<file path="src/rtl/alu_arbiter.sv">
// Purpose : round-robin arbiter sharing one external combinational ALU between two requesters.
// Latency : request accepted at edge T -> rsp_valid from edge T+1; at most one operation per 3 cycles.
// Backpressure: requests are accepted only in IDLE; a response is held stable until rsp_ready.
//
// Ports:
//   clk, rst_n                           clock and async active-low reset
//   req{0,1}_valid/ready/a/b/op          request channels (valid/ready, operands and opcode)
//   alu_a/b/op -> ALU, alu_result/flags <- ALU   registered drive of the external ALU
//   rsp_valid/ready/id/result/flags      tagged response channel, flags = {eq, grt, neg, zero}
//   busy                                 high whenever an operation is in flight
module alu_arbiter #(
    parameter int DATA_WIDTH = 16,
    parameter int OP_WIDTH   = 5
) (
    input  logic                  clk,
    input  logic                  rst_n,
    input  logic                  req0_valid,
    output logic                  req0_ready,
    input  logic [DATA_WIDTH-1:0] req0_a,
    input  logic [DATA_WIDTH-1:0] req0_b,
    input  logic [OP_WIDTH-1:0]   req0_op,
    input  logic                  req1_valid,
    output logic                  req1_ready,
    input  logic [DATA_WIDTH-1:0] req1_a,
    input  logic [DATA_WIDTH-1:0] req1_b,
    input  logic [OP_WIDTH-1:0]   req1_op,
    output logic [DATA_WIDTH-1:0] alu_a,
    output logic [DATA_WIDTH-1:0] alu_b,
    output logic [OP_WIDTH-1:0]   alu_op,
    input  logic [DATA_WIDTH-1:0] alu_result,
    input  logic                  alu_zero,
    input  logic                  alu_neg,
    input  logic                  alu_grt,
    input  logic                  alu_eq,
    output logic                  rsp_valid,
    input  logic                  rsp_ready,
    output logic                  rsp_id,
    output logic [DATA_WIDTH-1:0] rsp_result,
    output logic [3:0]            rsp_flags,
    output logic                  busy
);

    typedef enum logic [1:0] {
        IDLE = 2'd0,
        EXEC = 2'd1,
        RESP = 2'd2
    } state_t;

    typedef struct packed {
        logic [DATA_WIDTH-1:0] a;
        logic [DATA_WIDTH-1:0] b;
        logic [OP_WIDTH-1:0]   op;
    } alu_req_t;

    state_t   state;
    state_t   state_nxt;
    logic     last_grant;
    logic     grant_vld;
    logic     grant_id;
    logic     accept;
    logic     id_q;
    alu_req_t sel_req;

    // Grant: a lone requester wins outright; on a tie the one that did not win last time wins.
    always_comb begin
        grant_vld = 1'b0;
        grant_id  = 1'b0;
        if (req0_valid && req1_valid) begin
            grant_vld = 1'b1;
            grant_id  = ~last_grant;
        end else if (req0_valid) begin
            grant_vld = 1'b1;
            grant_id  = 1'b0;
        end else if (req1_valid) begin
            grant_vld = 1'b1;
            grant_id  = 1'b1;
        end
    end

    assign accept     = (state == IDLE) && grant_vld;
    assign req0_ready = accept && !grant_id;
    assign req1_ready = accept &&  grant_id;
    assign busy       = (state != IDLE);

    assign sel_req = grant_id ? alu_req_t'{req1_a, req1_b, req1_op}
                              : alu_req_t'{req0_a, req0_b, req0_op};

    always_comb begin
        state_nxt = state;
        case (state)
            IDLE:    if (accept)    state_nxt = EXEC;
            EXEC:                   state_nxt = RESP;
            RESP:    if (rsp_ready) state_nxt = IDLE;
            default:                state_nxt = IDLE;
        endcase
    end

    always_ff @(posedge clk or negedge rst_n) begin
        if (!rst_n) begin
            state <= IDLE;
        end else begin
            state <= state_nxt;
        end
    end

    // Operands persist after the operation; response fields persist after rsp_valid drops.
    always_ff @(posedge clk or negedge rst_n) begin
        if (!rst_n) begin
            alu_a      <= '0;
            alu_b      <= '0;
            alu_op     <= '0;
            id_q       <= 1'b0;
            last_grant <= 1'b1;
            rsp_valid  <= 1'b0;
            rsp_id     <= 1'b0;
            rsp_result <= '0;
            rsp_flags  <= '0;
        end else begin
            case (state)
                IDLE: begin
                    if (accept) begin
                        alu_a      <= sel_req.a;
                        alu_b      <= sel_req.b;
                        alu_op     <= sel_req.op;
                        id_q       <= grant_id;
                        last_grant <= grant_id;
                    end
                end
                EXEC: begin
                    rsp_result <= alu_result;
                    rsp_flags  <= {alu_eq, alu_grt, alu_neg, alu_zero};
                    rsp_id     <= id_q;
                    rsp_valid  <= 1'b1;
                end
                RESP: begin
                    if (rsp_ready) begin
                        rsp_valid <= 1'b0;
                    end
                end
                default: begin
                    rsp_valid <= 1'b0;
                end
            endcase
        end
    end

endmodule

</file>
<file path="config.mk">
export PLATFORM = sky130hd
export DESIGN_NAME = alu_arbiter
export DESIGN_NICKNAME = d
export VERILOG_FILES = /design/src/rtl/alu_arbiter.sv
export SDC_FILE = /design/constraint.sdc
export NUM_CORES = 1
export LEC_CHECK = 0
export CORE_MARGIN = 5
export CORE_UTILIZATION = 35
export DETAILED_ROUTE_END_ITERATION = 8
export PLACE_DENSITY_LB_ADDON = 0.15
export SLEW_MARGIN = 10
export SYNTH_ARGS = -nofsm -noshare
export SYNTH_HDL_FRONTEND = slang
export SYNTH_SLANG_ARGS = --single-unit
</file>
<file path="constraint.sdc">
create_clock -name clk -period 2.5 [get_ports clk]
set_input_delay 0.25 -clock clk [delete_from_list [all_inputs] [get_ports clk]]
set_output_delay 0.25 -clock clk [all_outputs]
set_load 0.01 [all_outputs]
</file>
==> impl_metrics.env, run 1 <==
export IMPL_status="complete, no violations"
export IMPL_grt_pass1_wl_mm=12.8
export IMPL_io_pin_count=161
export IMPL_final_cell_mix="clkdlybuf4s50_1, dfrtp_1, o21a_1"
export IMPL_slowest_stage="clkdlybuf4s50_1"
export IMPL_fin_crit_sh=0.911
export IMPL_avgRoutedWirePerCell_microns=17.3
export IMPL_htreeDepth=3
export IMPL_cts_sinks=63
export IMPL_fillers=626
export IMPL_p_leak_uw=0.00188
export IMPL_area_growth_pct=68.7
export IMPL_grt_overflow=0
export IMPL_gp_congestion=0.772
export IMPL_seqCellArea_sq_um=1580
export IMPL_num_vias=2323
export IMPL_viasPerCell=5.04
export IMPL_start_kind="register"
export IMPL_cp_cell_sequence="nor2_2 > inv_2 > clkdlybuf4s50_1"
export IMPL_ff2ff_setup_slack_ns=0.89
export IMPL_grtUsageTotal=0.168
export IMPL_syn_nets=293
export IMPL_fin_worst_skew_ns=0.00517
export IMPL_tightest_slew_ns=0.723
export IMPL_drive_gt1_frac=0.142
export IMPL_synth_area_sq_um=2710
export IMPL_ant_nets=0
export IMPL_die_h_microns=98.0
export IMPL_p_sw_uw=1740
export IMPL_finalCriticalPeriod_ns=2.28
export IMPL_root_buffer="clkbuf_8"
export IMPL_first_global_vias=2455
export IMPL_async_flop_share=1.00
export IMPL_endpoint_kind="output pin"
export IMPL_peakVddDrop_mv=0.593
export IMPL_multiInputGateArea_sq_um=987
export IMPL_arrival_ns=2.03
export IMPL_synth_warnings=0
export IMPL_ys_flop_type="dfrtp_1"
export IMPL_slew_viol_final=0
export IMPL_postCtsSetupBuffers=0
export IMPL_drt_iter0_drc=81
export IMPL_slew_limit_headroom=0.518
export IMPL_holdBufCountCts=1
export IMPL_antenna_found_initial=0
export IMPL_yosysSeqAreaShare=0.582
export IMPL_fmax_mhz=439
export IMPL_power_frac_comb=0.503
export IMPL_synthCells=194
export IMPL_hp_class="in2async"
export IMPL_syn_mean_instance_area_sq_um=14.0
export IMPL_hpwlAfterDp_mm=5.69
export IMPL_finalSetupViolations=0
export IMPL_drc=0
export IMPL_post_place_ws_ns=0.541
export IMPL_dieArea_sq_um=9610
export IMPL_insertion_delay_ns=0.33
export IMPL_mostFrequentLayoutCell="clkdlybuf4s50_1"
export IMPL_crit_family="buffers and inverters"
export IMPL_hold_viol=0
export IMPL_core_sq_um=7650
export IMPL_synth_seq_cells=63
export IMPL_clk_pin_slew_ns=0.07
export IMPL_io_buffers=160
export IMPL_critPathMaxStageDelay_ns=0.68
export IMPL_routed_wirelength_mm=7.99
export IMPL_internal_power_uw=3750
export IMPL_sw_frac_of_total=0.317
export IMPL_clock_path_buffers=2
export IMPL_cts_resized=0
export IMPL_fin_ws_ns=0.222
export IMPL_criticalPathCategory="reg2out"
export IMPL_pwr_share_seq=0.329
export IMPL_dr_pass1_iters=4
export IMPL_antenna_cells=0
export IMPL_critPathBufInv=2
export IMPL_crit_path_max_fanout=41
export IMPL_rsz0062_at_grt="false"
export IMPL_num_rows=32
export IMPL_start_util=0.355
export IMPL_fp_dieW_microns=98.0
export IMPL_grt_max_degree=42
export IMPL_cp_required_ns=2.25
export IMPL_synth_edff_count=0
export IMPL_final_nets=453
export IMPL_p_clk_frac=0.167
export IMPL_tritoncts="done"
export IMPL_setup_tns_ns=0
export IMPL_numCtsBuffers=9
export IMPL_cap_violations=0
export IMPL_synth_distinct_cells=19
export IMPL_power_density_nw_per_um2=1200
synth_stat cells (2+ instances only):
cell type,number,area [sq um]
inv_2,2,7.51
buf_2,2,10.0
nand2_1,3,11.3
dfrtp_1,62,1550
clkbuf_1,4,15.0
o21a_1,38,285
buf_4,3,22.5
mux2_2,21,236
o21ai_0,3,15.0
nor2_1,3,11.3
buf_6,9,101
a221o_1,37,370
cell families (layout without fill, tap and decap cells):
family	Yosys count	count (layout)	synth area share
compound gates	79	79	0.250
mux	21	21	0.0872
buf+inv	20	185	0.0577
flops	63	63	0.582
simple gates	11	11	0.0231
power by group through the flow:
stage	registers, uW	clock network [uW]	logic, uW
after detailed placement	1840	0	2790
after floorplan	2030	0	1280
after global placement	1810	0	2760
after CTS	1820	952	2810
final	1810	919	2760
after global routing	1880	990	2980
flip-flops by register name (all words and copies together), names as in the netlist:
signal / flops
state: 2
rsp_valid: 1
rsp_id: 1
alu_op: 5
alu_b: 16
id_q: 1
rsp_flags: 4
alu_a: 16
rsp_result: 16
last_grant: 1
per-stage QoR:
step,std cells,hold slack (ns),instance area (sq um),util,power (uW)
3_5_place_dp,444,0.312,4350,0.569,4630
4_1_cts,461,0.485,4570,0.598,5580
2_1_floorplan,194,-0.0456,2710,-,3310
3_3_place_gp,444,0.309,4350,0.569,4570
6_report,461,0.477,4570,0.598,5490
5_1_grt,461,0.513,4570,0.598,5850
layout make-up:
cell class | count | share of cell area
clock buffer | 13 | 0.0369
clock inverter | 3 | 0.00876
inverter | 2 | 0.00164
multi-input combinational | 111 | 0.216
sequential | 63 | 0.345
tap | 102 | 0.0279
timing repair buffer | 167 | 0.364
worst paths after layout:
kind,cells past startpoint,endpoint,startpoint
setup / recovery,3,busy,state[1]
hold / removal,2,rsp_result[7],rst_n
setup reg to reg,4,alu_a[1],state[0]
hold reg to reg,1,rsp_valid,rsp_valid
max in group asynchronous,3,last_grant,rst_n
min in group clk,1,rsp_valid,rsp_valid
per-layer routing:
metal  wire length, microns  vias to the layer above  track usage  part of all wire
met2                   3800                      118        0.269              0.48
met4                    102                        0       0.0607             0.013
met1                   3280                     1119        0.204              0.41
li1                       -                     1076            -                 -
met3                    815                       10       0.0693              0.10
met5                      0                        -            0                 0
(Power assumes the default switching activity.)
==> run 2: changes to the inputs <==
--- a/config.mk
+++ b/config.mk
@@ -9,7 +9,8 @@
 export CORE_UTILIZATION = 35
 export DETAILED_ROUTE_END_ITERATION = 8
 export PLACE_DENSITY_LB_ADDON = 0.15
-export SLEW_MARGIN = 10
+export SETUP_SLACK_MARGIN = 0.2
+export SLEW_MARGIN = 20
 export SYNTH_ARGS = -nofsm -noshare
 export SYNTH_HDL_FRONTEND = slang
 export SYNTH_SLANG_ARGS = --single-unit
==> impl_metrics.env, run 2 (synthesis gave the netlist of run 1 again) <==
export IMPL_fmax_mhz=490
export IMPL_first_global_vias=2455
export IMPL_mostFrequentLayoutCell="clkdlybuf4s50_1"
export IMPL_post_place_cells=444
export IMPL_r2r_start="state[0]"
export IMPL_p_leak_uw=0.00188
export IMPL_reg2reg_depth=4
export IMPL_cap_violations=0
export IMPL_grt_max_degree=42
export IMPL_rsz0062_at_grt="false"
export IMPL_arrival_ns=1.79
export IMPL_criticalPathCategory="reg2out"
export IMPL_crit_path_max_fanout=41
export IMPL_tightest_slew_ns=0.643
export IMPL_core_sq_um=7650
export IMPL_reg_top3="alu_a: 16 flops, alu_b: 16 flops, rsp_result: 16 flops"
export IMPL_status="complete, no violations"
export IMPL_final_cell_mix="clkdlybuf4s50_1, dfrtp_1, o21a_1"
export IMPL_slew_limit_headroom=0.571
export IMPL_numCtsBuffers=9
export IMPL_endpoint_kind="output pin"
export IMPL_ff2ff_setup_slack_ns=0.93
export IMPL_hp_class="in2async"
export IMPL_finalSetupViolations=0
export IMPL_num_rows=32
export IMPL_grtUsageTotal=0.168
export IMPL_fin_ws_ns=0.459
export IMPL_routed_wirelength_mm=8.00
export IMPL_dr_pass1_iters=4
export IMPL_clk_pin_slew_ns=0.07
export IMPL_crit_end="busy"
export IMPL_slew_viol_final=0
export IMPL_avgRoutedWirePerCell_microns=17.3
export IMPL_insertion_delay_ns=0.33
export IMPL_fin_worst_skew_ns=0.00517
export IMPL_peakVddDrop_mv=0.594
export IMPL_dieArea_sq_um=9610
export IMPL_area_growth_pct=68.8
export IMPL_reg2reg_to="alu_a[2]"
export IMPL_hold_viol=0
export IMPL_finalCriticalPeriod_ns=2.04
export IMPL_drive_gt1_frac=0.142
export IMPL_clock_path_buffers=2
export IMPL_grt_pass1_wl_mm=12.8
export IMPL_start_kind="register"
export IMPL_fin_crit_sh=0.817
export IMPL_fillers=627
export IMPL_drc=0
export IMPL_power_density_nw_per_um2=1200
export IMPL_ant_nets=0
export IMPL_cts_sinks=63
export IMPL_tritoncts="done"
export IMPL_setup_tns_ns=0
export IMPL_final_nets=453
export IMPL_drt_iter0_drc=81
export IMPL_gp_congestion=0.772
export IMPL_root_buffer="clkbuf_8"
export IMPL_hpwlAfterDp_mm=5.69
export IMPL_fp_dieW_microns=98.0
export IMPL_io_pin_count=161
export IMPL_post_place_ws_ns=0.541
export IMPL_antenna_found_initial=0
export IMPL_start_util=0.355
export IMPL_num_vias=2322
export IMPL_fin_util=0.598
export IMPL_io_buffers=160
export IMPL_antenna_cells=0
export IMPL_worstSetupStartpoint="state[1]"
export IMPL_viasPerCell=5.04
export IMPL_htreeDepth=3
export IMPL_cp_required_ns=2.25
export IMPL_die_h_microns=98.0
export IMPL_final_cells=461
export IMPL_grt_overflow=0
run 2: cell counts in the layout (fill, tap and decap cells not counted):
Identical to the previous run, type by type.
run 2: timing repair:
action / in CTS / in global routing
setup buffers: 0 / 0
gates resized for setup: 1 / 0
hold endpoints to repair: 26 / 0
hold buffers: 1 / 0
setup endpoints to repair: 1 / 0
run 2: layout make-up:
class | count | area (sq um) | area share
clock buffers | 13 | 169 | 0.0369
clock inverters | 3 | 40.0 | 0.00875
inverters | 2 | 10.0 | 0.00219
multi-input cells | 111 | 987 | 0.216
flip-flops and latches | 63 | 1580 | 0.345
well taps | 102 | 128 | 0.0279
repair buffers | 167 | 1660 | 0.364
run 2: worst min-delay path by stage:
| stage | startpoint | endpoint | slack (ns) | depth (start not counted) |
|---|---|---|---|---|
| floorplan | rst_n | alu_a[0] | -0.05 | 0 |
| global placement | rst_n | rsp_result[8] | 0.31 | 1 |
| detailed placement | rst_n | rsp_result[11] | 0.31 | 1 |
| CTS | rst_n | rsp_result[10] | 0.48 | 2 |
| global route | alu_result[14] | rsp_result[14] | 0.51 | 2 |
| finish | rst_n | rsp_result[7] | 0.48 | 2 |
run 2: per-layer routing:
layer  global-route usage  share of wire  vias up
met5                    0              0        -
met4               0.0607          0.013        0
met3               0.0693           0.11       10
met2                0.269           0.47      123
met1                0.204           0.40     1112
li1                     -              -     1077
run 2: metrics by stage:
stage          hold WS (ns)  instance area (sq um)  total power (uW)
2_1_floorplan       -0.0456                   2710              3310
3_3_place_gp          0.309                   4350              4570
3_5_place_dp          0.312                   4350              4630
4_1_cts               0.485                   4580              5590
5_1_grt               0.513                   4580              5850
6_report              0.476                   4580              5500
run 2: critical path, stage by stage (launching register included):
cell and delay (ns):
dfrtp_1 0.41, nor2_2 0.09, inv_4 0.32, clkdlybuf4s50_1 0.63
run 2: where the power goes:
group / total, uW / internal, uW / leakage, uW / switching, uW
combinational: 2770 / 1670 / 0.00100 / 1100
clock: 919 / 539 / 0.000109 / 379
sequential: 1810 / 1540 / 0.000762 / 270
==> run 3: changes to the inputs <==
--- a/config.mk
+++ b/config.mk
@@ -6,7 +6,7 @@
 export NUM_CORES = 1
 export LEC_CHECK = 0
 export CORE_MARGIN = 5
-export CORE_UTILIZATION = 35
+export CORE_UTILIZATION = 34
 export DETAILED_ROUTE_END_ITERATION = 8
 export PLACE_DENSITY_LB_ADDON = 0.15
 export SETUP_SLACK_MARGIN = 0.2
==> constraint.sdc (replaced) <==
create_clock -name clk -period 1.7 [get_ports clk]
set_input_delay 0.17 -clock clk [delete_from_list [all_inputs] [get_ports clk]]
set_output_delay 0.17 -clock clk [all_outputs]
set_load 0.01 [all_outputs]
==> impl_metrics.env, run 3 (synthesis gave the netlist of run 1 again) <==
export IMPL_setup_tns_ns=0
export IMPL_cp_required_ns=1.53
export IMPL_clock_path_buffers=2
export IMPL_cts_sinks=63
export IMPL_slew_viol_final=0
export IMPL_io_buffers=160
export IMPL_area_growth_pct=69.8
export IMPL_rsz0062_at_grt="true"
export IMPL_fmax_mhz=688
export IMPL_fin_area_sq_um=4600
export IMPL_fp_dieW_microns=99.3
export IMPL_antenna_found_initial=0
export IMPL_slew_limit_headroom=0.776
export IMPL_p_leak_uw=0.00190
export IMPL_num_rows=32
export IMPL_critPathMaxStageDelay_ns=0.53
export IMPL_mostFrequentLayoutCell="clkdlybuf4s50_1"
export IMPL_post_place_ws_ns=0.0181
export IMPL_slowest_stage="dfstp_2"
export IMPL_power_density_nw_per_um2=1730
export IMPL_hp_class="in2async"
export IMPL_final_cell_mix="clkdlybuf4s50_1, dfrtp_1, o21a_1"
export IMPL_fillers=663
export IMPL_post_place_cells=448
export IMPL_cap_violations=0
export IMPL_hold_viol=0
export IMPL_start_util=0.349
export IMPL_final_nets=459
export IMPL_drive_gt1_frac=0.154
export IMPL_hpwlAfterDp_mm=5.94
export IMPL_drt_iter0_drc=52
export IMPL_crit_path_max_fanout=3
export IMPL_core_sq_um=7770
export IMPL_fin_ws_ns=0.248
export IMPL_viasPerCell=4.95
export IMPL_insertion_delay_ns=0.32
export IMPL_drc=0
export IMPL_reg2reg_depth=5
export IMPL_grt_overflow=0
export IMPL_grtUsageTotal=0.164
export IMPL_grt_max_degree=64
export IMPL_postPlaceCellArea_sq_um=4420
export IMPL_fin_crit_sh=0.854
export IMPL_fin_worst_skew_ns=0.00522
export IMPL_ant_nets=0
export IMPL_criticalPathCategory="reg2out"
export IMPL_tightest_slew_ns=0.336
export IMPL_finalCriticalPeriod_ns=1.45
export IMPL_die_h_microns=99.3
export IMPL_grt_pass1_wl_mm=12.9
export IMPL_avgRoutedWirePerCell_microns=17.3
export IMPL_htreeDepth=3
export IMPL_peakVddDrop_mv=0.596
export IMPL_dr_pass1_iters=4
export IMPL_finalSetupViolations=0
export IMPL_root_buffer="clkbuf_8"
export IMPL_start_kind="register"
export IMPL_num_vias=2304
export IMPL_arrival_ns=1.28
export IMPL_numCtsBuffers=9
export IMPL_status="complete, no violations"
export IMPL_reg_top3="alu_a: 16 flops, alu_b: 16 flops, rsp_result: 16 flops"
export IMPL_dieArea_sq_um=9860
export IMPL_tritoncts="done"
export IMPL_io_pin_count=161
export IMPL_first_global_vias=2553
export IMPL_final_cells=465
export IMPL_routed_wirelength_mm=8.03
export IMPL_cp_cell_sequence="nand2b_1 > and3_4 > clkbuf_2"
export IMPL_endpoint_kind="output pin"
export IMPL_antenna_cells=0
export IMPL_gp_congestion=0.715
export IMPL_clk_pin_slew_ns=0.06
==> run 3: cell types whose count changed in the layout (fill, tap and decap cells not counted), sizes merged <==
cell           previous run  this run
buf                       7        14
bufinv                    1         0
clkbuf                   13        14
clkdlybuf4s50           159       156
clkinv                    2         1
dlygate4sd2               0         1
==> run 3: final timing paths <==
check	slack, ns	to	from
setup / recovery	0.25	req0_ready	last_grant
setup reg to reg	0.27	alu_b[1]	last_grant
max in group asynchronous	1.00	last_grant	rst_n
min in group clk	0.46	alu_a[13]	req0_a[13]
hold reg to reg	0.48	rsp_valid	rsp_valid
hold / removal	0.40	rsp_result[14]	rst_n
==> run 3: what timing repair did <==
item / CTS / global route
pin swaps: 0 / 2
setup endpoints to repair: 4 / 2
setup buffers: 2 / 0
gates resized for setup: 6 / 3
hold endpoints to repair: 62 / 0
hold buffers: 1 / 0
==> run 3: critical path, delay by kind of cell, from the launching register on <==
family                 cells  cell delay [ns]
buffers and inverters      1             0.13
AND/OR/NAND/NOR            2             0.30
flip-flops                 1             0.53
==> run 3: area by class of cell <==
class                      count  area [sq um]  area share
clock buffer                  13           159      0.0345
clock inverter                 1          5.00     0.00109
inverter                       2          7.51     0.00163
multi-input combinational    111           992       0.215
sequential                    63          1580       0.343
tap                          102           128      0.0277
timing repair buffer         173          1740       0.377
==> run 3: power by group <==
group | switching, uW | internal [uW] | leakage [uW]
combinational | 1650 | 2570 | 0.00105
clock | 500 | 592 | 0.0000854
sequential | 392 | 2260 | 0.000762
total | 2540 | 5420 | 0.00190
==> run 3: metrics by stage <==
stage	hold slack (ns)	util	total power, uW
after floorplan	-0.126	-	4860
after global placement	0.214	0.569	6880
after detailed placement	0.215	0.569	6940
after CTS	0.396	0.594	8120
after global routing	0.438	0.593	8480
final	0.396	0.593	7970
==> run 3: routing by layer <==
layer | share of wire | GRT usage | vias to the layer above
li1 | - | - | 1084
met1 | 0.43 | 0.202 | 1118
met2 | 0.49 | 0.272 | 93
met3 | 0.069 | 0.0463 | 9
met4 | 0.012 | 0.0620 | 0
met5 | 0 | 0 | -
